===== src/rtl/sprite_blitter.sv =====
// Sprite blitter: copies a palette-indexed sprite from a synchronous ROM into the frame buffer.
// Optional horizontal mirroring is compiled in with BLIT_HFLIP_EN.
module sprite_blitter #(
    parameter int SPR_W      = 32,
    parameter int SPR_H      = 32,
    parameter int SCR_W      = 640,
    parameter int SCR_H      = 480,
    parameter int IDX_W      = 3,
    parameter int FB_AW      = 19,
    parameter int TRANSP_IDX = 0
) (
    input  logic                              clock,
    input  logic                              reset,
    input  logic                              start,
    input  logic signed [10:0]                spr_x,
    input  logic signed [10:0]                spr_y,
`ifdef BLIT_HFLIP_EN
    input  logic                              hflip,
`endif
    output logic                              busy,
    output logic                              done,
    output logic [$clog2(SPR_W*SPR_H)-1:0]    rom_addr,
    input  logic [IDX_W-1:0]                  rom_q,
    output logic                              fb_we,
    output logic [FB_AW-1:0]                  fb_addr,
    output logic [IDX_W-1:0]                  fb_data,
    input  logic                              fb_ready
);

    localparam int CW = $clog2(SPR_W);
    localparam int RW = $clog2(SPR_H);
    localparam int AW = $clog2(SPR_W*SPR_H);
    localparam logic signed [11:0] SCR_W12 = 12'(SCR_W);
    localparam logic signed [11:0] SCR_H12 = 12'(SCR_H);
    localparam logic [FB_AW-1:0]   SCR_WA  = FB_AW'(SCR_W);
    localparam logic [IDX_W-1:0]   TRANSP  = IDX_W'(TRANSP_IDX);

    typedef enum logic [2:0] {
        S_IDLE,
        S_ADDR,
        S_DATA,
        S_WRITE,
        S_FIN
    } state_t;

    state_t            state_q;
    logic signed [10:0] x_q, y_q;
    logic [CW-1:0]     col_q;
    logic [RW-1:0]     row_q;
    logic              on_q;
    logic              busy_q, done_q, fb_we_q;
    logic [AW-1:0]     rom_addr_q;
    logic [FB_AW-1:0]  fb_addr_q;
    logic [IDX_W-1:0]  fb_data_q;

    logic [CW-1:0]     col_d;
    logic [RW-1:0]     row_d;
    logic [AW-1:0]     rom_addr_d, rom_start;
    logic              last, on_d;
    logic signed [11:0] sx, sy;
    logic [FB_AW-1:0]  lin_d;

    assign last  = (col_q == CW'(SPR_W-1)) && (row_q == RW'(SPR_H-1));
    assign col_d = col_q + CW'(1);
    assign row_d = (col_q == CW'(SPR_W-1)) ? row_q + RW'(1) : row_q;

`ifdef BLIT_HFLIP_EN
    logic flip_q;
    // Mirroring only changes which ROM column is fetched, never the screen column.
    assign rom_addr_d = {row_d, flip_q ? ~col_d : col_d};
    assign rom_start  = {RW'(0), hflip ? ~CW'(0) : CW'(0)};
`else
    assign rom_addr_d = {row_d, col_d};
    assign rom_start  = '0;
`endif

    assign sx = {x_q[10], x_q} + {{(12-CW){1'b0}}, col_q};
    assign sy = {y_q[10], y_q} + {{(12-RW){1'b0}}, row_q};
    assign on_d = !sx[11] && (sx < SCR_W12) && !sy[11] && (sy < SCR_H12);
    assign lin_d = FB_AW'(unsigned'(sy)) * SCR_WA + FB_AW'(unsigned'(sx));

    always_ff @(posedge clock) begin
        if (reset) begin
            state_q    <= S_IDLE;
            x_q        <= '0;
            y_q        <= '0;
            col_q      <= '0;
            row_q      <= '0;
            on_q       <= 1'b0;
            busy_q     <= 1'b0;
            done_q     <= 1'b0;
            fb_we_q    <= 1'b0;
            rom_addr_q <= '0;
            fb_addr_q  <= '0;
            fb_data_q  <= '0;
`ifdef BLIT_HFLIP_EN
            flip_q     <= 1'b0;
`endif
        end else begin
            done_q <= 1'b0;
            unique case (state_q)
                S_IDLE: begin
                    if (start) begin
                        x_q        <= spr_x;
                        y_q        <= spr_y;
                        col_q      <= '0;
                        row_q      <= '0;
                        rom_addr_q <= rom_start;
`ifdef BLIT_HFLIP_EN
                        flip_q     <= hflip;
`endif
                        busy_q     <= 1'b1;
                        state_q    <= S_ADDR;
                    end
                end
                S_ADDR: begin
                    on_q <= on_d;
                    // Address only updated for visible pixels so it never leaves the buffer.
                    if (on_d) fb_addr_q <= lin_d;
                    state_q <= S_DATA;
                end
                S_DATA: begin
                    if (on_q && (rom_q != TRANSP)) begin
                        fb_data_q <= rom_q;
                        fb_we_q   <= 1'b1;
                        state_q   <= S_WRITE;
                    end else if (last) begin
                        state_q <= S_FIN;
                    end else begin
                        col_q      <= col_d;
                        row_q      <= row_d;
                        rom_addr_q <= rom_addr_d;
                        state_q    <= S_ADDR;
                    end
                end
                S_WRITE: begin
                    if (fb_ready) begin
                        fb_we_q <= 1'b0;
                        if (last) begin
                            state_q <= S_FIN;
                        end else begin
                            col_q      <= col_d;
                            row_q      <= row_d;
                            rom_addr_q <= rom_addr_d;
                            state_q    <= S_ADDR;
                        end
                    end
                end
                S_FIN: begin
                    done_q  <= 1'b1;
                    busy_q  <= 1'b0;
                    state_q <= S_IDLE;
                end
                default: state_q <= S_IDLE;
            endcase
        end
    end

    assign busy     = busy_q;
    assign done     = done_q;
    assign fb_we    = fb_we_q;
    assign rom_addr = rom_addr_q;
    assign fb_addr  = fb_addr_q;
    assign fb_data  = fb_data_q;

endmodule


===== config.mk =====
export PLATFORM = sky130hd
export DESIGN_NAME = sprite_blitter
export DESIGN_NICKNAME = d
export VERILOG_FILES = /design/src/rtl/sprite_blitter.sv
export SDC_FILE = /design/constraint.sdc
export NUM_CORES = 1
export LEC_CHECK = 0
export CAP_MARGIN = 20
export CORE_MARGIN = 2
export CORE_UTILIZATION = 38
export DETAILED_ROUTE_END_ITERATION = 6
export GPL_TIMING_DRIVEN = 0
export MAX_ROUTING_LAYER = met4
export PLACE_DENSITY = 0.62
export SLEW_MARGIN = 15
export SYNTH_ARGS = -nofsm -noshare
export SYNTH_HDL_FRONTEND = slang
export SYNTH_SLANG_ARGS = --single-unit

===== constraint.sdc =====
create_clock -name clock -period 8.3 [get_ports clock]
set_input_delay 0.83 -clock clock [delete_from_list [all_inputs] [get_ports clock]]
set_output_delay 0.83 -clock clock [all_outputs]
set_load 0.01 [all_outputs]

==> results of run 1 <==
-- power groups by stage --
stage	logic [uW]	registers, uW	clock network, uW
6_report	186	328	305
5_1_grt	207	331	322
4_1_cts	188	328	308
3_5_place_dp	187	335	0
3_3_place_gp	184	335	0
2_1_floorplan	120	336	0
-- layout make-up --
class,instances,area [sq um],share of cell area [%]
multi-input combinational,350,2430,50.5
sequential,61,1220,25.4
timing repair buffer,62,621,12.9
tap,133,166,3.46
clock buffer,10,138,2.86
buffer,18,91.3,1.90
clock inverter,6,86.3,1.79
inverter,15,56.3,1.17
-- metal layers --
metal / global-route usage (%) / vias up / wire, um / part of all wire (%)
met2: 28.9 / 70 / 4240 / 47
li1: - / 1691 / - / -
met3: 3.76 / 17 / 365 / 4.0
met5: - / - / 0 / 0
met1: 22.5 / 1463 / 4270 / 47
met4: 6.27 / 0 / 176 / 1.9
-- flip-flops by register name, indices dropped and copies added (netlist names) --
signal,count
fb_data,3
fb_addr,19
on_q,1
x_q,11
row_q,1
busy,1
y_q,11
fb_we,1
done,1
rom_addr,9
state_q,3
-- Yosys cell counts (all sizes together) (4+ instances only) --
cell type / n / share of area [%]
dfxtp: 61 / 32
nand2: 58 / 5.7
nor2: 55 / 5.5
a21oi: 37 / 5.0
ha: 34 / 11
xnor2: 24 / 5.5
o21ai: 19 / 2.7
a211oi: 17 / 4.7
mux2i: 17 / 4.5
xor2: 16 / 3.9
inv: 15 / 1.5
clkbuf: 14 / 1.4
a21o: 7 / 1.4
nor3: 7 / 0.92
and3: 5 / 0.82
nand2b: 5 / 0.82
buf: 4 / 1.0
fa: 4 / 2.1
nor2b: 4 / 0.66
o21bai: 4 / 0.79
-- how the worst max path moves through the flow --
| stage | startpoint | to | slack (ns) |
|---|---|---|---|
| 3_5_place_dp | rom_addr[0] | fb_addr[17] | 4.13 |
| 5_1_grt | rom_addr[0] | fb_addr[17] | 3.76 |
| 4_1_cts | rom_addr[0] | fb_addr[17] | 4.10 |
| 3_3_place_gp | rom_addr[5] | fb_addr[18] | 4.17 |
| 2_1_floorplan | rom_addr[5] | fb_addr[17] | 4.55 |
| 6_report | rom_addr[0] | fb_addr[17] | 4.11 |
-- worst max-delay path, delay by kind of cell, from the launching register on --
kind	cells	cell delay (ns)
xor gates and xnor gates	2	0.33
buffers and inverters	2	0.16
AOI/OAI and AO/OA	5	1.00
and+or+nand+nor	5	0.95
adders and majority gates	3	1.07
DFF	1	0.42
muxes	1	0.15
-- metrics by stage --
step	setup slack, ns	cells	hold slack, ns	power (uW)	instance area, sq um
finish	4.11	655	0.466	819	4810
global route	3.76	655	0.487	860	4810
CTS	4.10	655	0.468	825	4810
detailed placement	4.13	639	0.457	522	4590
global placement	4.17	639	0.450	519	4590
floorplan	4.55	444	0.440	456	3800
-- kinds of logic after synthesis --
family / count (synthesis) / synth area share [%]
AND/OR/NAND/NOR: 151 / 17.5
AO/OA/AOI/OAI: 103 / 19.0
flip-flops: 61 / 32.1
XOR/XNOR: 40 / 9.41
adder cells (fa/ha/maj): 38 / 13.3
buffers and inverters: 33 / 3.88
multiplexers: 18 / 4.77
==> impl_metrics.csv, run 1 <==
group,metric,value,unit
setup_path,cp_max_fo,5,
pwr,p_switching,243,uW
die,chipWidth,104,um
die,core_area,9730,sq um
sta,setup_viol,0,
setup_path,worstSetupEndpointType,"register",
worst_hold_path,min_path_cells,2,
layout,mostFrequentLayoutCells,"clkdlybuf4s50_1 (62), dfxtp_1 (61), nand2_1 (58)",
die,die_area,10800,sq um
drt,drt_pass1_iterations,4,
layout,final_nets,584,
setup_path,reg2reg_slack,4.11,ns
setup_path,worst_r2r_endpoint,"fb_addr[17]",
setup_path,crit_type,"reg -> reg",
sta,rsz0062_at_grt,"false",
clock_tree,postCtsSetupBuffers,0,
synth,synthesis.area,3800,sq um
pwr,p_leak,0.00190,uW
layout,fin_util,49.5,%
global_route,grt_max_degree,12,
sta,report.final.slew_viol_count,0,
drt,first_iter_violations,101,
sta,slew_headroom,57.1,%
clock_tree,clockBufferDepth,2,
placed_design,dp_hpwl,7150,um
die,start_util,39.1,%
clock_tree,cts_resized,0,
setup_path,crit_chain,"ha_1, inv_1, fa_1, nor2b_1, o31a_1, o21ai_0, or2_2, xnor2_1, inv_1, fa_1, nor2b_1, o21ai_0, a21boi_0, o2111ai_1, nor3b_1, xnor2_1, mux2i_1, nor2_1",
drt,drc,0,
die,core.rowCount,36,
synth,syn_avg_cell_area,8.56,sq um
setup_path,r2r_start,"rom_addr[0]",
setup_path,critPathLaunchType,"register",
synth,ys_ff_latch,61,
drt,vias_per_cell,4.95,
global_route,grt_pass1_wl,15300,um
clock_tree,cts_buffers,9,
global_route,grt_pass1_vias,3248,
sta,setup-tns-final,0,ns
clock_tree,cts_hold_buf,0,
worst_hold_path,hold_path_class,"reg -> reg",
global_route,grt_util_all_layers,18.0,%
setup_path,cpPeakStageDelay,0.43,ns
placed_design,gp_routability_congestion,0.843,
layout,n_antenna_cell,0,
pwr,swShare,29.6,%
sta,fin_crit,4.19,ns
setup_path,required,8.53,ns
clock_tree,cts-root-buf,"clkbuf_8",
drt,wl_per_cell,13.8,um
pwr,clockPowerShare,37.2,%
synth,synth_ff_type,"dfxtp_1",
sta,tightestPinTransition,0.643,ns
setup_path,rr_worst_depth,18,
clock_tree,h-tree-depth,3,
worst_hold_path,holdPathEnd,"y_q[3]",
global_route,grt-ovfl-total,0,
synth,async_reset_ff_share,0,%
sta,fmax,0.238,GHz
pwr,power_frac_seq,40.1,%
layout,fillers,976,
layout,syn2layout_area_growth,26.6,%
clock_tree,insertion_delay,0.36,ns
outcome,status,"finished clean",
setup_path,crit_path_top_delay_cell,"fa_1",
drt,wl,9050,um
sta,post-route-period-util,50.5,%
synth,synth.distinct_cells,54,
synth,synthCells,444,
synth,synthesis.nets,511,
global_route,antenna_found_initial,0,
layout,drive_gt1_share,8.05,%
pwr,p_comb_share,22.8,%
placed_design,portBuffers,62,
clock_tree,clkTransAtPathRegs,0.08,ns
die,io_pins,64,
pwr,p_int,576,uW
synth,ys_warn_count,0,
clock_tree,cts_tree,"built",
worst_hold_path,hold_start,"y_q[3]",
die,fp.dieH,104,um
flow_run,drv_cap,0,
drt,ant_nets,0,
setup_path,crit_arrival,4.42,ns
pwr,powerDensity,170,nW/um^2
sta,fin_worst_skew,0.0117,ns
clock_tree,cts_sinks,61,
drt,via_count,3241,
synth,synth_enable_flop_cells,0,
layout,layout_commonest_cell,"clkdlybuf4s50_1",
sta,final-hold-violation-count,0,
synth,ys_seq_area_share,32.1,%
pwr,irDropWorstVdd,82.2,uV
Note: power is estimated with default switching activity, not from simulation.
==> run 2: changes to the inputs <==
==> constraint.sdc (replaced) <==
create_clock -name clock -period 4.15 [get_ports clock]
set_input_delay 0.415 -clock clock [delete_from_list [all_inputs] [get_ports clock]]
set_output_delay 0.415 -clock clock [all_outputs]
set_load 0.01 [all_outputs]
==> run 2 against run 1 <==
Net effect:
- utilization increased by 0.63 points
- non-clock buffer count rose by 2
- cell count increased by 0.31%
- worst hold slack better by 0.0027 ns
- clock power grew 99%
- clock skew up 0.00095 ns
- wire length grew 2.1%
- sequential power is 100% higher
==> impl_metrics.csv, run 2 (synthesized netlist as in run 1, its figures left out) <==
group,metric,value,unit
placed_design,dpl_cell_area,4590,sq um
pwr,p_leak,0.00192,uW
global_route,grt_pass1_wl,15300,um
worst_hold_path,hold_path_class,"reg -> reg",
die,core.rowCount,36,
setup_path,worstSetupEndpointType,"register",
sta,slew_headroom,56.7,%
setup_path,required,4.39,ns
drt,first_iter_violations,99,
clock_tree,h-tree-depth,3,
pwr,p_int,1160,uW
die,chipWidth,104,um
die,io_pins,64,
setup_path,cp_max_fo,5,
drt,drt_pass1_iterations,4,
clock_tree,cts_hold_buf,0,
setup_path,crit_arrival,4.21,ns
layout,syn2layout_area_growth,28.2,%
placed_design,dp_hpwl,7150,um
setup_path,rr_worst_depth,16,
die,core_area,9730,sq um
die,die_area,10800,sq um
outcome,status,"finished clean",
global_route,grt_util_all_layers,18.0,%
clock_tree,cts_sinks,61,
pwr,swShare,29.6,%
layout,fin_util,50.1,%
setup_path,crit_path_end,"fb_addr[18]",
sta,report.final.slew_viol_count,0,
sta,post-route-period-util,95.7,%
layout,largest_reg_flops,19,
sta,fin_worst_skew,0.0127,ns
placed_design,portBuffers,62,
layout,mostFrequentLayoutCells,"clkdlybuf4s50_1 (62), dfxtp_1 (59), nand2_1 (58)",
drt,via_count,3277,
sta,final-hold-violation-count,0,
setup_path,crit_chain,"ha_2, inv_1, fa_1, nor2b_2, o31a_1, a21oi_2, ha_1, fa_1, a21o_1, a221o_1, nor3_2, o21bai_1, xor2_1, xnor2_1, xnor2_1, o22ai_1",
pwr,clockPowerShare,37.0,%
die,fp.dieH,104,um
placed_design,gp_routability_congestion,0.843,
sta,tightestPinTransition,0.650,ns
sta,fmax,0.252,GHz
layout,final_area,4870,sq um
pwr,power_frac_seq,40.0,%
flow_run,drv_cap,0,
die,start_util,39.1,%
layout,layout_commonest_cell,"clkdlybuf4s50_1",
global_route,grt-ovfl-total,0,
global_route,grt_pass1_vias,3248,
setup_path,crit_start,"rom_addr[5]",
clock_tree,clkTransAtPathRegs,0.08,ns
setup_path,critPathLaunchType,"register",
clock_tree,cts_tree,"built",
drt,vias_per_cell,4.99,
pwr,p_comb_share,23.0,%
setup_path,cpPeakStageDelay,0.48,ns
global_route,antenna_found_initial,0,
sta,fin_crit,3.97,ns
clock_tree,clockBufferDepth,2,
clock_tree,cts-root-buf,"clkbuf_8",
setup_path,r2r_start,"rom_addr[5]",
layout,final_nets,586,
sta,hold_slack,0.469,ns
setup_path,crit_path_top_delay_cell,"fa_1",
sta,setup_viol,0,
setup_path,crit_type,"reg -> reg",
clock_tree,insertion_delay,0.35,ns
pwr,powerDensity,337,nW/um^2
drt,ant_nets,0,
setup_path,reg2reg_slack,0.18,ns
setup_path,worst_r2r_endpoint,"fb_addr[18]",
pwr,irDropWorstVdd,165,uV
layout,n_antenna_cell,0,
drt,drc,0,
global_route,grt_max_degree,12,
layout,drive_gt1_share,10.5,%
drt,wl_per_cell,14.1,um
pwr,p_switching,486,uW
clock_tree,cts_buffers,9,
drt,wl,9240,um
[run 2: cell type report]
cell class / instances / area [sq um]
timing repair buffer: 64 / 636
inverter: 15 / 56.3
sequential: 61 / 1230
clock buffer: 10 / 138
clock inverter: 6 / 86.3
buffer: 18 / 91.3
fill: 981 / 4860
multi-input combinational: 350 / 2470
tap: 133 / 166
[run 2: routing by layer]
layer	vias up	share of wire (%)	GRT usage, %
li1	1696	-	-
met1	1505	47	22.5
met2	61	48	28.9
met3	15	3.3	3.76
met4	0	1.7	6.27
met5	-	0	-
[run 2: metrics by stage]
step | instances | setup WS, ns | power [uW] | setup TNS, ns
after global placement | 639 | 0.0150 | 1040 | 0
after CTS | 655 | 0.000293 | 1650 | 0
after global routing | 657 | -0.0647 | 1730 | -0.0857
final | 657 | 0.177 | 1640 | 0
after floorplan | 444 | 0.404 | 913 | 0
after detailed placement | 639 | -0.0180 | 1040 | -0.0180
[run 2: power groups by stage]
| stage | clock, uW | combinational (uW) | sequential (uW) |
|---|---|---|---|
| finish | 607 | 378 | 656 |
| global route | 644 | 420 | 662 |
| CTS | 617 | 377 | 657 |
| detailed placement | 0 | 373 | 671 |
| global placement | 0 | 369 | 669 |
| floorplan | 0 | 241 | 672 |
[run 2: critical path: cells and delay by family (launching register included)]
family | cells | cell delay, ns
AO/OA/AOI/OAI | 6 | 1.11
XOR/XNOR | 3 | 0.59
adder cells (fa/ha/maj) | 4 | 1.44
buffers and inverters | 1 | 0.05
flip-flops | 1 | 0.38
AND/OR/NAND/NOR | 2 | 0.28
[run 2: worst min-delay path by stage]
stage / from / end / slack, ns / cells past startpoint
after global routing: y_q[3] / y_q[3] / 0.49 / 2
after detailed placement: y_q[3] / y_q[3] / 0.46 / 2
after global placement: x_q[4] / x_q[4] / 0.45 / 2
after floorplan: x_q[0] / x_q[0] / 0.44 / 2
after CTS: y_q[3] / y_q[3] / 0.47 / 2
final: y_q[3] / y_q[3] / 0.47 / 2
[run 2: repair_timing]
item | CTS | global route
setup buffers | 0 | 2
pin swaps | 1 | 5
gates resized for setup | 1 | 12
endpoints found under the setup margin | 2 | 5
